<file path="src/rtl/xillybus_stream_bridge.sv">
// xillybus_stream_bridge
//   Bridges the Xillybus core's user FIFO ports to kernel valid/ready
//   streams. Each of NUM_CH channels has one host-to-FPGA FIFO and one
//   FPGA-to-host FIFO, DEPTH entries each. End of stream is carried both
//   ways: a host close turns the final buffered word into m_last, and a
//   kernel s_last beat turns into EOF once the host has read it.
//
// Ports (channel c uses bits [c*DATA_W +: DATA_W] or bit [c]):
//   bus_clk_w / bus_rst_n_w          clock, async active-low reset
//   user_w_wren_w/_data_w/_open_w    host write strobe, data, file open
//   user_w_full_w                    write FIFO full
//   m_valid_w/m_ready_w/m_data_w     kernel-side output stream (FWFT)
//   m_last_w                         head word is last after host close
//   user_r_rden_w/_open_w            host read strobe, file open
//   user_r_data_w                    read data, valid the cycle after rden
//   user_r_empty_w/_eof_w            read FIFO empty, end of file
//   s_valid_w/s_ready_w/s_data_w     kernel-side input stream
//   s_last_w                         kernel marks final word
//   ovf_w                            sticky write overflow

// Per-channel engine: one write FIFO (FWFT) and one read FIFO (registered
// output), fully independent of every other channel.
module xillybus_stream_bridge_ch #(
    parameter int DATA_W = 32,
    parameter int DEPTH  = 16
) (
    input  logic              clk,
    input  logic              rst_n,
    input  logic              w_wren,
    input  logic [DATA_W-1:0] w_data,
    input  logic              w_open,
    output logic              w_full,
    output logic              m_valid,
    input  logic              m_ready,
    output logic [DATA_W-1:0] m_data,
    output logic              m_last,
    input  logic              r_rden,
    output logic [DATA_W-1:0] r_data,
    output logic              r_empty,
    output logic              r_eof,
    input  logic              r_open,
    input  logic              s_valid,
    output logic              s_ready,
    input  logic [DATA_W-1:0] s_data,
    input  logic              s_last,
    output logic              ovf
);
    localparam int PW = (DEPTH > 1) ? $clog2(DEPTH) : 1;
    localparam int CW = PW + 1;
    localparam logic [CW-1:0] FULL_CNT = CW'(DEPTH);

    // ---------------- write side ----------------
    logic [DATA_W-1:0] w_mem_q [DEPTH];
    logic [PW-1:0]     w_wr_ptr_q, w_wr_ptr_d, w_rd_ptr_q, w_rd_ptr_d;
    logic [CW-1:0]     w_cnt_q, w_cnt_d;
    logic              ovf_q, ovf_d, w_open_prev_q;
    logic              w_push, w_pop;

    // Push is decided on the pre-pop count: a wren at full is always dropped.
    assign w_push  = w_wren && (w_cnt_q != FULL_CNT);
    assign w_pop   = (w_cnt_q != '0) && m_ready;
    assign w_full  = (w_cnt_q == FULL_CNT);
    assign m_valid = (w_cnt_q != '0);
    assign m_data  = w_mem_q[w_rd_ptr_q];
    assign m_last  = !w_open && (w_cnt_q == CW'(1));
    assign ovf     = ovf_q;

    always_comb begin
        w_wr_ptr_d = w_push ? w_wr_ptr_q + PW'(1) : w_wr_ptr_q;
        w_rd_ptr_d = w_pop  ? w_rd_ptr_q + PW'(1) : w_rd_ptr_q;
        w_cnt_d    = w_cnt_q;
        case ({w_push, w_pop})
            2'b10:   w_cnt_d = w_cnt_q + CW'(1);
            2'b01:   w_cnt_d = w_cnt_q - CW'(1);
            default: w_cnt_d = w_cnt_q;
        endcase
        // A new open clears the sticky flag; an overflow in that same cycle wins.
        ovf_d = ovf_q;
        if (w_open && !w_open_prev_q) ovf_d = 1'b0;
        if (w_wren && w_full)         ovf_d = 1'b1;
    end

    always_ff @(posedge clk) begin
        if (w_push) w_mem_q[w_wr_ptr_q] <= w_data;
    end

    always_ff @(posedge clk or negedge rst_n) begin
        if (!rst_n) begin
            w_wr_ptr_q    <= '0;
            w_rd_ptr_q    <= '0;
            w_cnt_q       <= '0;
            ovf_q         <= 1'b0;
            w_open_prev_q <= 1'b0;
        end else begin
            w_wr_ptr_q    <= w_wr_ptr_d;
            w_rd_ptr_q    <= w_rd_ptr_d;
            w_cnt_q       <= w_cnt_d;
            ovf_q         <= ovf_d;
            w_open_prev_q <= w_open;
        end
    end

    // ---------------- read side ----------------
    // Each entry stores {last, data}.
    logic [DATA_W:0]   r_mem_q [DEPTH];
    logic [DATA_W:0]   r_head;
    logic [PW-1:0]     r_wr_ptr_q, r_wr_ptr_d, r_rd_ptr_q, r_rd_ptr_d;
    logic [CW-1:0]     r_cnt_q, r_cnt_d;
    logic [DATA_W-1:0] r_data_q, r_data_d;
    logic              sealed_q, sealed_d, eof_q, eof_d;
    logic              active_q;
    logic              r_push, r_pop;

    // active_q keeps s_ready low through reset and its release cycle.
    assign s_ready = active_q && r_open && !sealed_q && (r_cnt_q != FULL_CNT);
    assign r_push  = s_valid && s_ready;
    assign r_pop   = r_open && r_rden && (r_cnt_q != '0);
    assign r_head  = r_mem_q[r_rd_ptr_q];
    assign r_empty = (r_cnt_q == '0);
    assign r_eof   = eof_q && r_empty;
    assign r_data  = r_data_q;

    always_comb begin
        r_wr_ptr_d = r_push ? r_wr_ptr_q + PW'(1) : r_wr_ptr_q;
        r_rd_ptr_d = r_pop  ? r_rd_ptr_q + PW'(1) : r_rd_ptr_q;
        r_cnt_d    = r_cnt_q;
        case ({r_push, r_pop})
            2'b10:   r_cnt_d = r_cnt_q + CW'(1);
            2'b01:   r_cnt_d = r_cnt_q - CW'(1);
            default: r_cnt_d = r_cnt_q;
        endcase
        sealed_d = sealed_q || (r_push && s_last);
        eof_d    = eof_q || (r_pop && r_head[DATA_W]);
        r_data_d = r_pop ? r_head[DATA_W-1:0] : r_data_q;
        // Host side closed: hold the FIFO empty and forget stream state.
        if (!r_open) begin
            r_wr_ptr_d = '0;
            r_rd_ptr_d = '0;
            r_cnt_d    = '0;
            sealed_d   = 1'b0;
            eof_d      = 1'b0;
        end
    end

    always_ff @(posedge clk) begin
        if (r_push) r_mem_q[r_wr_ptr_q] <= {s_last, s_data};
    end

    always_ff @(posedge clk or negedge rst_n) begin
        if (!rst_n) begin
            r_wr_ptr_q <= '0;
            r_rd_ptr_q <= '0;
            r_cnt_q    <= '0;
            r_data_q   <= '0;
            sealed_q   <= 1'b0;
            eof_q      <= 1'b0;
            active_q   <= 1'b0;
        end else begin
            r_wr_ptr_q <= r_wr_ptr_d;
            r_rd_ptr_q <= r_rd_ptr_d;
            r_cnt_q    <= r_cnt_d;
            r_data_q   <= r_data_d;
            sealed_q   <= sealed_d;
            eof_q      <= eof_d;
            active_q   <= 1'b1;
        end
    end
endmodule

module xillybus_stream_bridge #(
    parameter int DATA_W = 32,
    parameter int NUM_CH = 4,
    parameter int DEPTH  = 16
) (
    input  logic                     bus_clk_w,
    input  logic                     bus_rst_n_w,
    input  logic [NUM_CH-1:0]        user_w_wren_w,
    input  logic [NUM_CH*DATA_W-1:0] user_w_data_w,
    input  logic [NUM_CH-1:0]        user_w_open_w,
    output logic [NUM_CH-1:0]        user_w_full_w,
    output logic [NUM_CH-1:0]        m_valid_w,
    input  logic [NUM_CH-1:0]        m_ready_w,
    output logic [NUM_CH*DATA_W-1:0] m_data_w,
    output logic [NUM_CH-1:0]        m_last_w,
    input  logic [NUM_CH-1:0]        user_r_rden_w,
    output logic [NUM_CH*DATA_W-1:0] user_r_data_w,
    output logic [NUM_CH-1:0]        user_r_empty_w,
    output logic [NUM_CH-1:0]        user_r_eof_w,
    input  logic [NUM_CH-1:0]        user_r_open_w,
    input  logic [NUM_CH-1:0]        s_valid_w,
    output logic [NUM_CH-1:0]        s_ready_w,
    input  logic [NUM_CH*DATA_W-1:0] s_data_w,
    input  logic [NUM_CH-1:0]        s_last_w,
    output logic [NUM_CH-1:0]        ovf_w
);
    for (genvar c = 0; c < NUM_CH; c++) begin : g_ch
        xillybus_stream_bridge_ch #(.DATA_W(DATA_W), .DEPTH(DEPTH)) u_ch (
            .clk     (bus_clk_w),
            .rst_n   (bus_rst_n_w),
            .w_wren  (user_w_wren_w[c]),
            .w_data  (user_w_data_w[c*DATA_W +: DATA_W]),
            .w_open  (user_w_open_w[c]),
            .w_full  (user_w_full_w[c]),
            .m_valid (m_valid_w[c]),
            .m_ready (m_ready_w[c]),
            .m_data  (m_data_w[c*DATA_W +: DATA_W]),
            .m_last  (m_last_w[c]),
            .r_rden  (user_r_rden_w[c]),
            .r_data  (user_r_data_w[c*DATA_W +: DATA_W]),
            .r_empty (user_r_empty_w[c]),
            .r_eof   (user_r_eof_w[c]),
            .r_open  (user_r_open_w[c]),
            .s_valid (s_valid_w[c]),
            .s_ready (s_ready_w[c]),
            .s_data  (s_data_w[c*DATA_W +: DATA_W]),
            .s_last  (s_last_w[c]),
            .ovf     (ovf_w[c])
        );
    end
endmodule
</file>
<file path="config.mk">
export PLATFORM = sky130hd
export DESIGN_NAME = xillybus_stream_bridge
export DESIGN_NICKNAME = d
export VERILOG_FILES = /design/src/rtl/xillybus_stream_bridge.sv
export SDC_FILE = /design/constraint.sdc
export NUM_CORES = 2
export LEC_CHECK = 0
export ABC_AREA = 1
export BUFFER_PORTS_ARGS = -buffer_cell sky130_fd_sc_hd__buf_2
export CAP_MARGIN = 20
export CORE_MARGIN = 4
export CORE_UTILIZATION = 45
export DETAILED_ROUTE_END_ITERATION = 6
export HOLD_SLACK_MARGIN = 0.15
export PLACE_DENSITY = 0.72
export SLEW_MARGIN = 20
export SYNTH_ARGS = -nofsm -noshare
export SYNTH_HDL_FRONTEND = slang
export SYNTH_MEMORY_MAX_BITS = 65536
export SYNTH_SLANG_ARGS = --single-unit
export TNS_END_PERCENT = 100
</file>
<file path="constraint.sdc">
create_clock -name bus_clk_w -period 8.19 [get_ports bus_clk_w]
set_clock_uncertainty 0.1 [all_clocks]
set_input_delay 0.4095 -clock bus_clk_w [delete_from_list [all_inputs] [get_ports bus_clk_w]]
set_output_delay 0.4095 -clock bus_clk_w [all_outputs]
set_load 0.005 [all_outputs]
</file>
==> flow_metrics.tcl <==
set metrics [dict create \
    drc 0 \
    vias 108000 \
    cts_tree "done" \
    min_path_cells 2 \
    r2r-start "g_ch[3].u_ch.r_rd_ptr_q[0]$_DFFE_PN0P_" \
    ys_seq_elements 4409 \
    min_period_ps 5060 \
    hp-start "s_data_w[74]" \
    synth_fa_ha_area_share_pct 0.463 \
    synth_compound_area_share_pct 10.9 \
    maxCapViolations 0 \
    root_buffer "clkbuf_16" \
    hold_end "g_ch[2].u_ch.r_mem_q[2][10]$_DFFE_PP_" \
    viasPerCell 5.84 \
    switching_share_pct 33.6 \
    fmax_mhz 198 \
    netlist_area_sq_mm 0.173 \
    clock_sinks 4409 \
    p_seq_share_pct 42.8 \
    slew_headroom_pct 21.2 \
    final_nets 13400 \
    ys_warn_count 0 \
    clock_latency_ps 1000 \
    yosys.area_share.simple_pct 7.23 \
    cp_max_fo 60 \
    p_comb_share_pct 26.7 \
    r2r_slack_ps 4100 \
    yosysSeqAreaShare_pct 75.8 \
    nFillCells 30500 \
    final_core_utilization_pct 51.9 \
    layout-drive-gt1-share_pct 12.3 \
    setup_viol 0 \
    grt_pass1_vias 104000 \
    r2r_end "g_ch[3].u_ch.r_data[27]$_DFFE_PN0P_" \
    synth_cell_types 41 \
    routedWlPerCell_um 24.1 \
    ir_drop_mv 0.351 \
    htree_levels 5 \
    synth_xor_area_share_pct 0.278 \
    crit_path_start_kind "flop" \
    area_delta_synth_final_pct 14.8 \
    antenna_found_initial 47 \
    grt_pass1_wl_mm 662 \
    synth_mux_area_share_pct 2.65 \
    slew_viol_final 0 \
    place.gp.congestion 0.807 \
    status "completed" \
    track_usage_pct 21.7 \
    num_rows 227 \
    grt_max_degree 211 \
    antenna_left 0 \
    p_int_uw 43100 \
    end_kind "output port" \
    die_w_um 628 \
    coreArea_sq_mm 0.383 \
    worst_slew_pin_slew_ps 1180 \
    gr-total-overflow 0 \
    cts_buffers 433 \
    cts.path.max_buffers 4 \
    portBuffers 569 \
    arrival_ps 4550 \
    drt-initial-drc-count 12800 \
    clkPwrFrac_pct 30.5 \
    crit_required_ps 7680 \
    timing.setup.tns_ps 0 \
    power_density_mw_per_mm2 326 \
    finalCritPeriodShare_pct 61.8 \
    syn_area_per_cell_sq_um 14.0 \
    p_sw_uw 21800 \
    fp.dieH_um 628 \
    synth_top_family_by_area "compound AO/OA/AOI/OAI gates" \
    clk_pin_slew_worst_paths_ps 60 \
    hp-class "input pin to flop" \
    rsz0062_at_grt "no" \
    synthCells 12400 \
    reg2regPathDepth 9 \
    first_pass_iters 7 \
    cts_resized 0 \
    start_util_pct 45.2 \
    synth_fp_nets 12700 \
    pin_count 570 \
    power_leakage_uw 0.0672 \
    finalHoldViolations 0 \
    worstSetupPathType "flop to output port" \
    die-area_sq_mm 0.395 \
    dp_hpwl_mm 230 \
    wl_mm 446 \
]
## logic make-up (layout without fill, tap and decap cells)
family,Yosys count,after routing
adders and majority gates,64,64
AOI/OAI and AO/OA,3146,3146
other,1,39
DFF,4409,4409
muxes,458,458
buffers and inverters,1036,2108
xor gates and xnor gates,55,55
and+or+nand+nor,3207,3207
## metal layers
metal / vias to the layer above / share of wire [%] / global-route usage (%)
met3: 885 / 9.0 / 3.80
li1: 48000 / - / -
met2: 5296 / 48 / 35.8
met1: 54000 / 39 / 29.3
met4: 20 / 3.3 / 6.96
met5: - / 0.027 / 0
## worst max-delay path, cell delays in order (launching register included)
cell and delay (ps):
dfrtp_4 760, inv_4 610, buf_4 590, buf_4 630
nor2_1 90, o32ai_1 260, o211ai_1 140, nand2_1 170
buf_2 140
## layout by cell type (no fill, tap or decap), types with 10 or more instances in the layout
| cell | instances |
|---|---|
| clkinv_2 | 75 |
| o21ai_1 | 261 |
| buf_2 | 568 |
| clkbuf_1 | 117 |
| clkbuf_16 | 435 |
| xor2_1 | 45 |
| nor2_4 | 130 |
| dfrtp_1 | 222 |
| clkbuf_8 | 37 |
| o211ai_1 | 101 |
| buf_4 | 207 |
| mux2i_1 | 458 |
| diode_2 | 38 |
| a21oi_1 | 140 |
| ha_1 | 64 |
| o31ai_1 | 13 |
| clkinvlp_4 | 12 |
| o221ai_1 | 403 |
| nor2_1 | 1939 |
| o22ai_1 | 585 |
| dlygate4sd3_1 | 331 |
| inv_1 | 144 |
| edfxtp_1 | 4160 |
| o32ai_1 | 101 |
| xnor2_1 | 10 |
| clkinv_1 | 67 |
| o21ai_0 | 1523 |
| inv_2 | 23 |
| clkinv_16 | 16 |
| o31ai_2 | 16 |
| nand2_1 | 874 |
| dfrtp_4 | 20 |
| bufinv_16 | 34 |
| nand3_1 | 207 |
| nor3_1 | 13 |
## worst max-delay path by stage
stage,from,end,cells after the start
4_1_cts,g_ch[1].u_ch.w_rd_ptr_q[0]$_DFFE_PN0P_,m_data_w[38],7
3_5_place_dp,g_ch[1].u_ch.w_rd_ptr_q[0]$_DFFE_PN0P_,m_data_w[38],7
6_report,g_ch[3].u_ch.w_rd_ptr_q[0]$_DFFE_PN0P_,m_data_w[110],8
5_1_grt,g_ch[3].u_ch.w_rd_ptr_q[0]$_DFFE_PN0P_,m_data_w[110],8
2_1_floorplan,user_r_open_w[3],g_ch[3].u_ch.r_mem_q[11][0]$_DFFE_PP_,7
3_3_place_gp,g_ch[3].u_ch.w_rd_ptr_q[0]$_DFFE_PN0P_,m_data_w[110],8
## power groups by stage
stage	combinational, uW	sequential [uW]	clock, uW
after floorplan	11800	27200	0
after global placement	16600	28100	0
after detailed placement	17000	28200	0
after CTS	17300	27700	20100
after global routing	18900	27900	21100
final	17300	27700	19800
## flip-flops by register name, summed over array words and instances, names as in the netlist
signal / flops
g_ch.u_ch.r_mem_q: 2112
g_ch.u_ch.w_mem_q: 2048
g_ch.u_ch.r_data: 128
g_ch.u_ch.r_cnt_q: 20
g_ch.u_ch.w_cnt_q: 20
g_ch.u_ch.r_rd_ptr_q: 16
g_ch.u_ch.r_wr_ptr_q: 16
g_ch.u_ch.w_rd_ptr_q: 16
g_ch.u_ch.w_wr_ptr_q: 16
g_ch.u_ch.eof_q: 4
g_ch.u_ch.ovf: 4
g_ch.u_ch.sealed_q: 4
g_ch.u_ch.w_open_prev_q: 4
g_ch.u_ch.active_q: 1
## through the flow
step                      power [uW]  setup WS (ps)  cells  hold slack [ps]  instance area (sq um)
final                          64800           3130  18500              261                 199000
after global routing           67900           2810  18500              197                 199000
after CTS                      65100           3050  18500              150                 199000
after detailed placement       45100           4150  17300              335                 181000
after global placement         44700           4220  17300              338                 181000
after floorplan                39000           5070  12400             13.9                 173000
## synth_stat cells (all sizes together)
library cell | n | share of area [%]
nand3 | 217 | 0.67
nand2 | 885 | 1.9
nor2 | 2076 | 4.5
a21oi | 140 | 0.40
nor3 | 16 | 0.055
o221ai | 403 | 2.0
o21ai | 1784 | 5.2
edfxtp | 4160 | 72
o211ai | 101 | 0.44
buf | 368 | 1.3
inv | 177 | 0.39
ha | 64 | 0.46
conb | 1 | 0.0022
o32ai | 101 | 0.51
dfrtp | 249 | 3.6
xor2 | 45 | 0.23
nand3b | 4 | 0.017
mux2i | 458 | 2.6
xnor2 | 10 | 0.051
clkbuf | 482 | 1.0
o31ai | 29 | 0.17
nand4 | 8 | 0.029
nor4 | 1 | 0.0036
o22ai | 585 | 2.1
a211oi | 3 | 0.013
clkinv | 9 | 0.020
## repair_timing
action | in CTS | in global routing
hold buffers | 332 | 0
endpoints found under the hold margin | 4595 | 0
setup buffers | 0 | 0
## cell type report
cell class	count	area [sq um]	area share (%)
Sequential cell	4409	131000	66.0
Multi-Input combinational cell	6931	38100	19.2
Clock buffer	589	11800	5.95
Timing Repair Buffer	1117	7940	3.99
Tap cell	5038	6300	3.17
Clock inverter	216	2470	1.24
Inverter	186	737	0.371
Antenna cell	38	95.1	0.0478
(Power assumes the default switching activity.)
